`config.mk`:
```
export PLATFORM = sky130hd
export DESIGN_NAME = alu_gcd_ctrl_flat
export DESIGN_NICKNAME = d
export VERILOG_FILES = /design/src/rtl/alu_gcd_ctrl_if.sv /design/src/rtl/alu_gcd_ctrl.sv /design/src/flat_wrapper.sv
export SDC_FILE = /design/constraint.sdc
export NUM_CORES = 1
export LEC_CHECK = 0
export ABC_AREA = 1
export CAP_MARGIN = 20
export CORE_MARGIN = 3
export CORE_UTILIZATION = 45
export CTS_CLUSTER_SIZE = 28
export DETAILED_ROUTE_END_ITERATION = 8
export GPL_ROUTABILITY_DRIVEN = 1
export PLACE_DENSITY = 0.76
export SLEW_MARGIN = 25
export SYNTH_ARGS = -nofsm -noshare
export SYNTH_HDL_FRONTEND = slang
export SYNTH_SLANG_ARGS = --single-unit
```
`constraint.sdc`:
```
create_clock -name clk -period 2.1 [get_ports clk]
set_input_delay 0.525 -clock clk [delete_from_list [all_inputs] [get_ports clk]]
set_output_delay 0.525 -clock clk [all_outputs]
set_load 0.05 [all_outputs]
```
`src/rtl/alu_gcd_ctrl_if.sv`:
```
// alu_gcd_ctrl_if: requester handshake and ALU drive/response bundle for the GCD controller
interface alu_gcd_ctrl_if;
  logic        start;
  logic [15:0] a_in;
  logic [15:0] b_in;
  logic        ready;
  logic        done;
  logic        err;
  logic [15:0] gcd;
  logic [15:0] alu_a;
  logic [15:0] alu_b;
  logic        alu_c;
  logic [2:0]  alu_opc;
  logic [15:0] alu_w;
  logic        alu_zer;
  logic        alu_neg;
  modport master (
    input  start, a_in, b_in, alu_w, alu_zer, alu_neg,
    output ready, done, err, gcd, alu_a, alu_b, alu_c, alu_opc
  );
  modport slave (
    output start, a_in, b_in, alu_w, alu_zer, alu_neg,
    input  ready, done, err, gcd, alu_a, alu_b, alu_c, alu_opc
  );
endinterface

```
`src/rtl/alu_gcd_ctrl.sv`:
```
// alu_gcd_ctrl: subtractive-Euclid GCD sequencer that does all arithmetic through an external ALU
module alu_gcd_ctrl (
  input  logic           clk,
  input  logic           rst,
  alu_gcd_ctrl_if.master bus
);
  typedef enum logic [1:0] {IDLE, NEG, SUB, DONE} state_t;
  state_t      state_q, state_d;
  logic [15:0] a_q, a_d, b_q, b_d, nb_q, nb_d, gcd_q, gcd_d;
  logic        err_q, err_d;
  logic        bad;
  assign bad = bus.a_in == '0 || bus.a_in[15] || bus.b_in == '0 || bus.b_in[15];
  assign bus.ready = state_q == IDLE;
  assign bus.done  = state_q == DONE;
  assign bus.err   = err_q;
  assign bus.gcd   = gcd_q;
  assign bus.alu_c = 1'b0;
  // state and datapath registers, reset is synchronous active-low
  always_ff @(posedge clk) begin
    if (!rst) begin
      state_q <= IDLE;
      a_q     <= '0;
      b_q     <= '0;
      nb_q    <= '0;
      gcd_q   <= '0;
      err_q   <= 1'b0;
    end else begin
      state_q <= state_d;
      a_q     <= a_d;
      b_q     <= b_d;
      nb_q    <= nb_d;
      gcd_q   <= gcd_d;
      err_q   <= err_d;
    end
  end
  // next state and ALU drive; NB is computed once per B and reused across SUB runs
  always_comb begin
    state_d     = state_q;
    a_d         = a_q;
    b_d         = b_q;
    nb_d        = nb_q;
    gcd_d       = gcd_q;
    err_d       = err_q;
    bus.alu_opc = 3'b111;
    bus.alu_a   = '0;
    bus.alu_b   = '0;
    case (state_q)
      IDLE: if (bus.start) begin
        a_d     = bus.a_in;
        b_d     = bus.b_in;
        err_d   = bad;
        gcd_d   = bad ? '0 : gcd_q;
        state_d = bad ? DONE : NEG;
      end
      NEG: begin
        bus.alu_opc = 3'b000;
        bus.alu_a   = b_q;
        nb_d        = bus.alu_w;
        state_d     = SUB;
      end
      SUB: begin
        bus.alu_opc = 3'b010;
        bus.alu_a   = a_q;
        bus.alu_b   = nb_q;
        if (bus.alu_zer) begin
          gcd_d   = a_q;
          state_d = DONE;
        end else if (bus.alu_neg) begin
          a_d     = b_q;
          b_d     = a_q;
          state_d = NEG;
        end else a_d = bus.alu_w;
      end
      default: state_d = IDLE;
    endcase
  end
endmodule

```
`src/flat_wrapper.sv`:
```
// flat-port wrapper written by rule: the top's interface ports become plain ports
module alu_gcd_ctrl_flat 
  (clk, rst, bus_start, bus_a_in, bus_b_in, bus_alu_w, bus_alu_zer, bus_alu_neg, bus_ready, bus_done, bus_err, bus_gcd, bus_alu_a, bus_alu_b, bus_alu_c, bus_alu_opc);
  alu_gcd_ctrl_if bus_i ();
  input  logic clk;
  input  logic rst;
  input wire logic [$bits(bus_i.start)-1:0] bus_start;
  input wire logic [$bits(bus_i.a_in)-1:0] bus_a_in;
  input wire logic [$bits(bus_i.b_in)-1:0] bus_b_in;
  input wire logic [$bits(bus_i.alu_w)-1:0] bus_alu_w;
  input wire logic [$bits(bus_i.alu_zer)-1:0] bus_alu_zer;
  input wire logic [$bits(bus_i.alu_neg)-1:0] bus_alu_neg;
  output wire logic [$bits(bus_i.ready)-1:0] bus_ready;
  output wire logic [$bits(bus_i.done)-1:0] bus_done;
  output wire logic [$bits(bus_i.err)-1:0] bus_err;
  output wire logic [$bits(bus_i.gcd)-1:0] bus_gcd;
  output wire logic [$bits(bus_i.alu_a)-1:0] bus_alu_a;
  output wire logic [$bits(bus_i.alu_b)-1:0] bus_alu_b;
  output wire logic [$bits(bus_i.alu_c)-1:0] bus_alu_c;
  output wire logic [$bits(bus_i.alu_opc)-1:0] bus_alu_opc;
  assign bus_i.start = bus_start;
  assign bus_i.a_in = bus_a_in;
  assign bus_i.b_in = bus_b_in;
  assign bus_i.alu_w = bus_alu_w;
  assign bus_i.alu_zer = bus_alu_zer;
  assign bus_i.alu_neg = bus_alu_neg;
  assign bus_ready = bus_i.ready;
  assign bus_done = bus_i.done;
  assign bus_err = bus_i.err;
  assign bus_gcd = bus_i.gcd;
  assign bus_alu_a = bus_i.alu_a;
  assign bus_alu_b = bus_i.alu_b;
  assign bus_alu_c = bus_i.alu_c;
  assign bus_alu_opc = bus_i.alu_opc;
  alu_gcd_ctrl u_core (.clk(clk), .rst(rst), .bus(bus_i));
endmodule
```
==> flow_summary.ini <==
[yosys]
yosys.area.top_type = dfxtp_1
yosys_warnings = 0
yosysUniqueCellTypes = 28
yosysSeqAreaShare_pct = 39.69
synth_most_common_cell = a21oi_1
yosysTopAreaCellShare_pct = 39.69
synth_flop_cell = dfxtp_1
synthesis.nets = 570
synth.top_cells.by_area = dfxtp_1, a21oi_1, nor2_1, nand2_1, o21ai_0
syn_area_um2 = 3379
syn_avg_cell_area_um2 = 6.601
synth_common_cells = a21oi_1, nor2_1, nand2_1
async_reset_ff_share_pct = 0
synth_edf_count = 0
ys_ff_latch = 67
synthCells = 512

[worst_setup_path]
reg2reg_depth = 12
reg2reg_from = u_core.state_q[1]
arrival_ns = 1.68
slowest_delay_ns = 0.37
path_cells = buf_6 > ha_4 > buf_12 > nand2_1 > a21oi_4 > buf_12
cp-end-kind = primary output
worst_ep_required_time_ns = 1.57
worstSetupPathType = reg2out
setup.worst_path.start_class = register
reg2reg_slack_ns = 0.08
path_common_cell = buf_12
cp_max_fo = 5
slowest_stage = dfxtp_4
rr_endpoint = u_core.bus.gcd[14]

[die]
die_w_um = 92.66
pin_count = 108
die_area_um2 = 8586
core_region_area_um2 = 7019
initial_core_util_pct = 48.15
fp.dieH_um = 92.66
rows = 30

[pwr]
finalPower_w = 0.009021
clkPwrFrac_pct = 12.1
combPwrFrac_pct = 65.3
p_sw_share_pct = 47.61
p_seq_share_pct = 22.6
irDropWorstVdd_uv = 711.6
powerDensity_nw_per_um2 = 1525
p_switching_w = 0.004295
p_int_w = 0.004726
p_leak_nw = 2.580

[finish]
postLayoutCellArea_um2 = 5917
drive_above_1_share_pct = 27.50
areaGrowthSynthToFinish_pct = 75.08
n_antenna_cell = 0
num-nets-final = 693

[clock_tree]
clk_path_buf_depth = 2
cts_buffers = 9
clock_sinks = 67
cts_tree = done
clockRootBuffer = clkbuf_8
h-tree-depth = 3
path_clk_slew_ns = 0.08
clkLatencyLatePin_ns = 0.35
cts_hold_buffers = 0

[drt]
routedWlPerCell_um = 18.39
wirelength_um = 13530
viasPerCell = 5.683
drc_errors = 0
first_iter_violations = 357
vias = 4183
antenna_left = 0
first_pass_iters = 6

[timing]
setup_viol = 27
max_freq_mhz = 454.2
hold_viol = 0
rsz0062_at_grt = yes
finClkSkew_ns = 0.009422
period_minus_slack_ns = 2.202
worst_slack_ns = -0.1017
period_share_pct = 104.8
drv_slew = 0
worst_pin_slew_ns = 0.5035
relSlewSlack_pct = 66.33

[worst_hold_path]
min_delay_path_depth = 2
holdCritStartpoint = u_core.bus.gcd[11]
min_path_type = reg2reg
hold_path_end = u_core.bus.gcd[11]

[global_routing]
grt_max_degree = 33
overflow = 0
grt_use_total_pct = 28.17
antenna_found_initial = 0
grt_pass1_vias = 3977
grt_pass1_wl_um = 19140

[outcome]
status = finished with violations
violations = negative setup slack

[run]
maxCapViolations = 0

[placed_design]
placed_area_um2 = 5040
globalplace.congestion = 0.8372
hpwl_um = 7932
numPortBuffers = 106
-- layer usage --
metal,up-vias,global-route usage (%),routed length [µm]
met3,54,8.367,1463
met4,0,11.97,513
met5,-,0,0
met1,1954,35.67,5198
met2,258,44.59,6357
li1,1917,-,-
-- timing repair --
action | 4_1_cts | 5_1_grt
pin swaps | 1 | 27
resized for setup | 49 | 59
cloned | 3 | 5
setup buffers | 6 | 9
setup endpoints to repair | 19 | 39
-- sequential cells by signal, indices dropped and copies added, names as in the netlist --
name            flops
u_core.bus.err      1
u_core.nb_q        16
u_core.b_q         16
u_core.state_q      2
u_core.bus.gcd     16
u_core.a_q         16
-- critical path, delay by kind of cell, from the launching register on --
family	cells	cell delay, ns
fa+ha+maj	1	0.25
flops	1	0.37
compound gates	1	0.17
buf+inv	3	0.43
simple gates	1	0.12
-- power by group through the flow --
stage	Sequential, W	Combinational (W)	Clock [W]
2_1_floorplan	0.00200	0.00284	0
3_3_place_gp	0.00191	0.00421	0
3_5_place_dp	0.00193	0.00431	0
4_1_cts	0.00193	0.00511	0.00107
5_1_grt	0.00208	0.00619	0.00114
6_report	0.00204	0.00589	0.00109
-- worst max-delay path by stage --
stage	start	endpoint	slack (ns)	cells past startpoint
after floorplan	u_core.state_q[0]	bus_alu_a[0]	-0.06	5
after global placement	bus_a_in[15]	u_core.bus.gcd[10]	-0.006	9
after detailed placement	bus_a_in[15]	u_core.bus.gcd[9]	-0.07	9
after CTS	u_core.state_q[1]	bus_alu_a[4]	-0.04	6
after global routing	u_core.state_q[1]	bus_alu_a[12]	-0.14	6
final	u_core.state_q[1]	bus_alu_a[12]	-0.10	6
-- kinds of logic after synthesis --
kind of cell,count (synthesis),share of synthesized area (%)
AOI/OAI and AO/OA,166,24.99
adders and majority gates,5,1.851
buffers and inverters,76,10.29
DFF,67,39.69
other,1,0.1110
and+or+nand+nor,197,23.07
-- metrics by stage --
step | util (%) | std cells | setup WS [ns] | setup TNS [ns] | hold WS, ns
6_report | 84.30 | 736 | -0.1017 | -1.461 | 0.4695
3_3_place_gp | 71.80 | 697 | -0.005745 | -0.04221 | 0.4484
3_5_place_dp | 71.80 | 697 | -0.06570 | -0.6384 | 0.4595
4_1_cts | 78.97 | 722 | -0.03598 | -0.3833 | 0.4710
2_1_floorplan | - | 512 | -0.05726 | -0.5534 | 0.4526
5_1_grt | 84.30 | 736 | -0.1414 | -2.400 | 0.4935
-- placed cells by master, fill, tap and decap left out, drive strengths merged --
master,count
clkinv,5
bufbuf,1
nand3,17
nand4,1
o21a,1
bufinv,1
clkbuf,14
a31oi,3
nor2,93
o21ai,67
clkinvlp,3
or2,1
dfxtp,67
clkdlybuf4s50,69
ha,5
a21oi,95
nor3,1
nand2,84
buf,73
inv,38
conb,1
-- cell type report --
cell class                      instances  area (µm²)
Multi-Input combinational cell        369        2097
Sequential cell                        67        1349
Timing Repair Buffer                  148        1977
Fill cell                             408        1102
Clock inverter                          7       68.82
Clock buffer                            9       123.9
Inverter                               40       181.4
Tap cell                               96       120.1
Power figures use the tool's default switching activity.
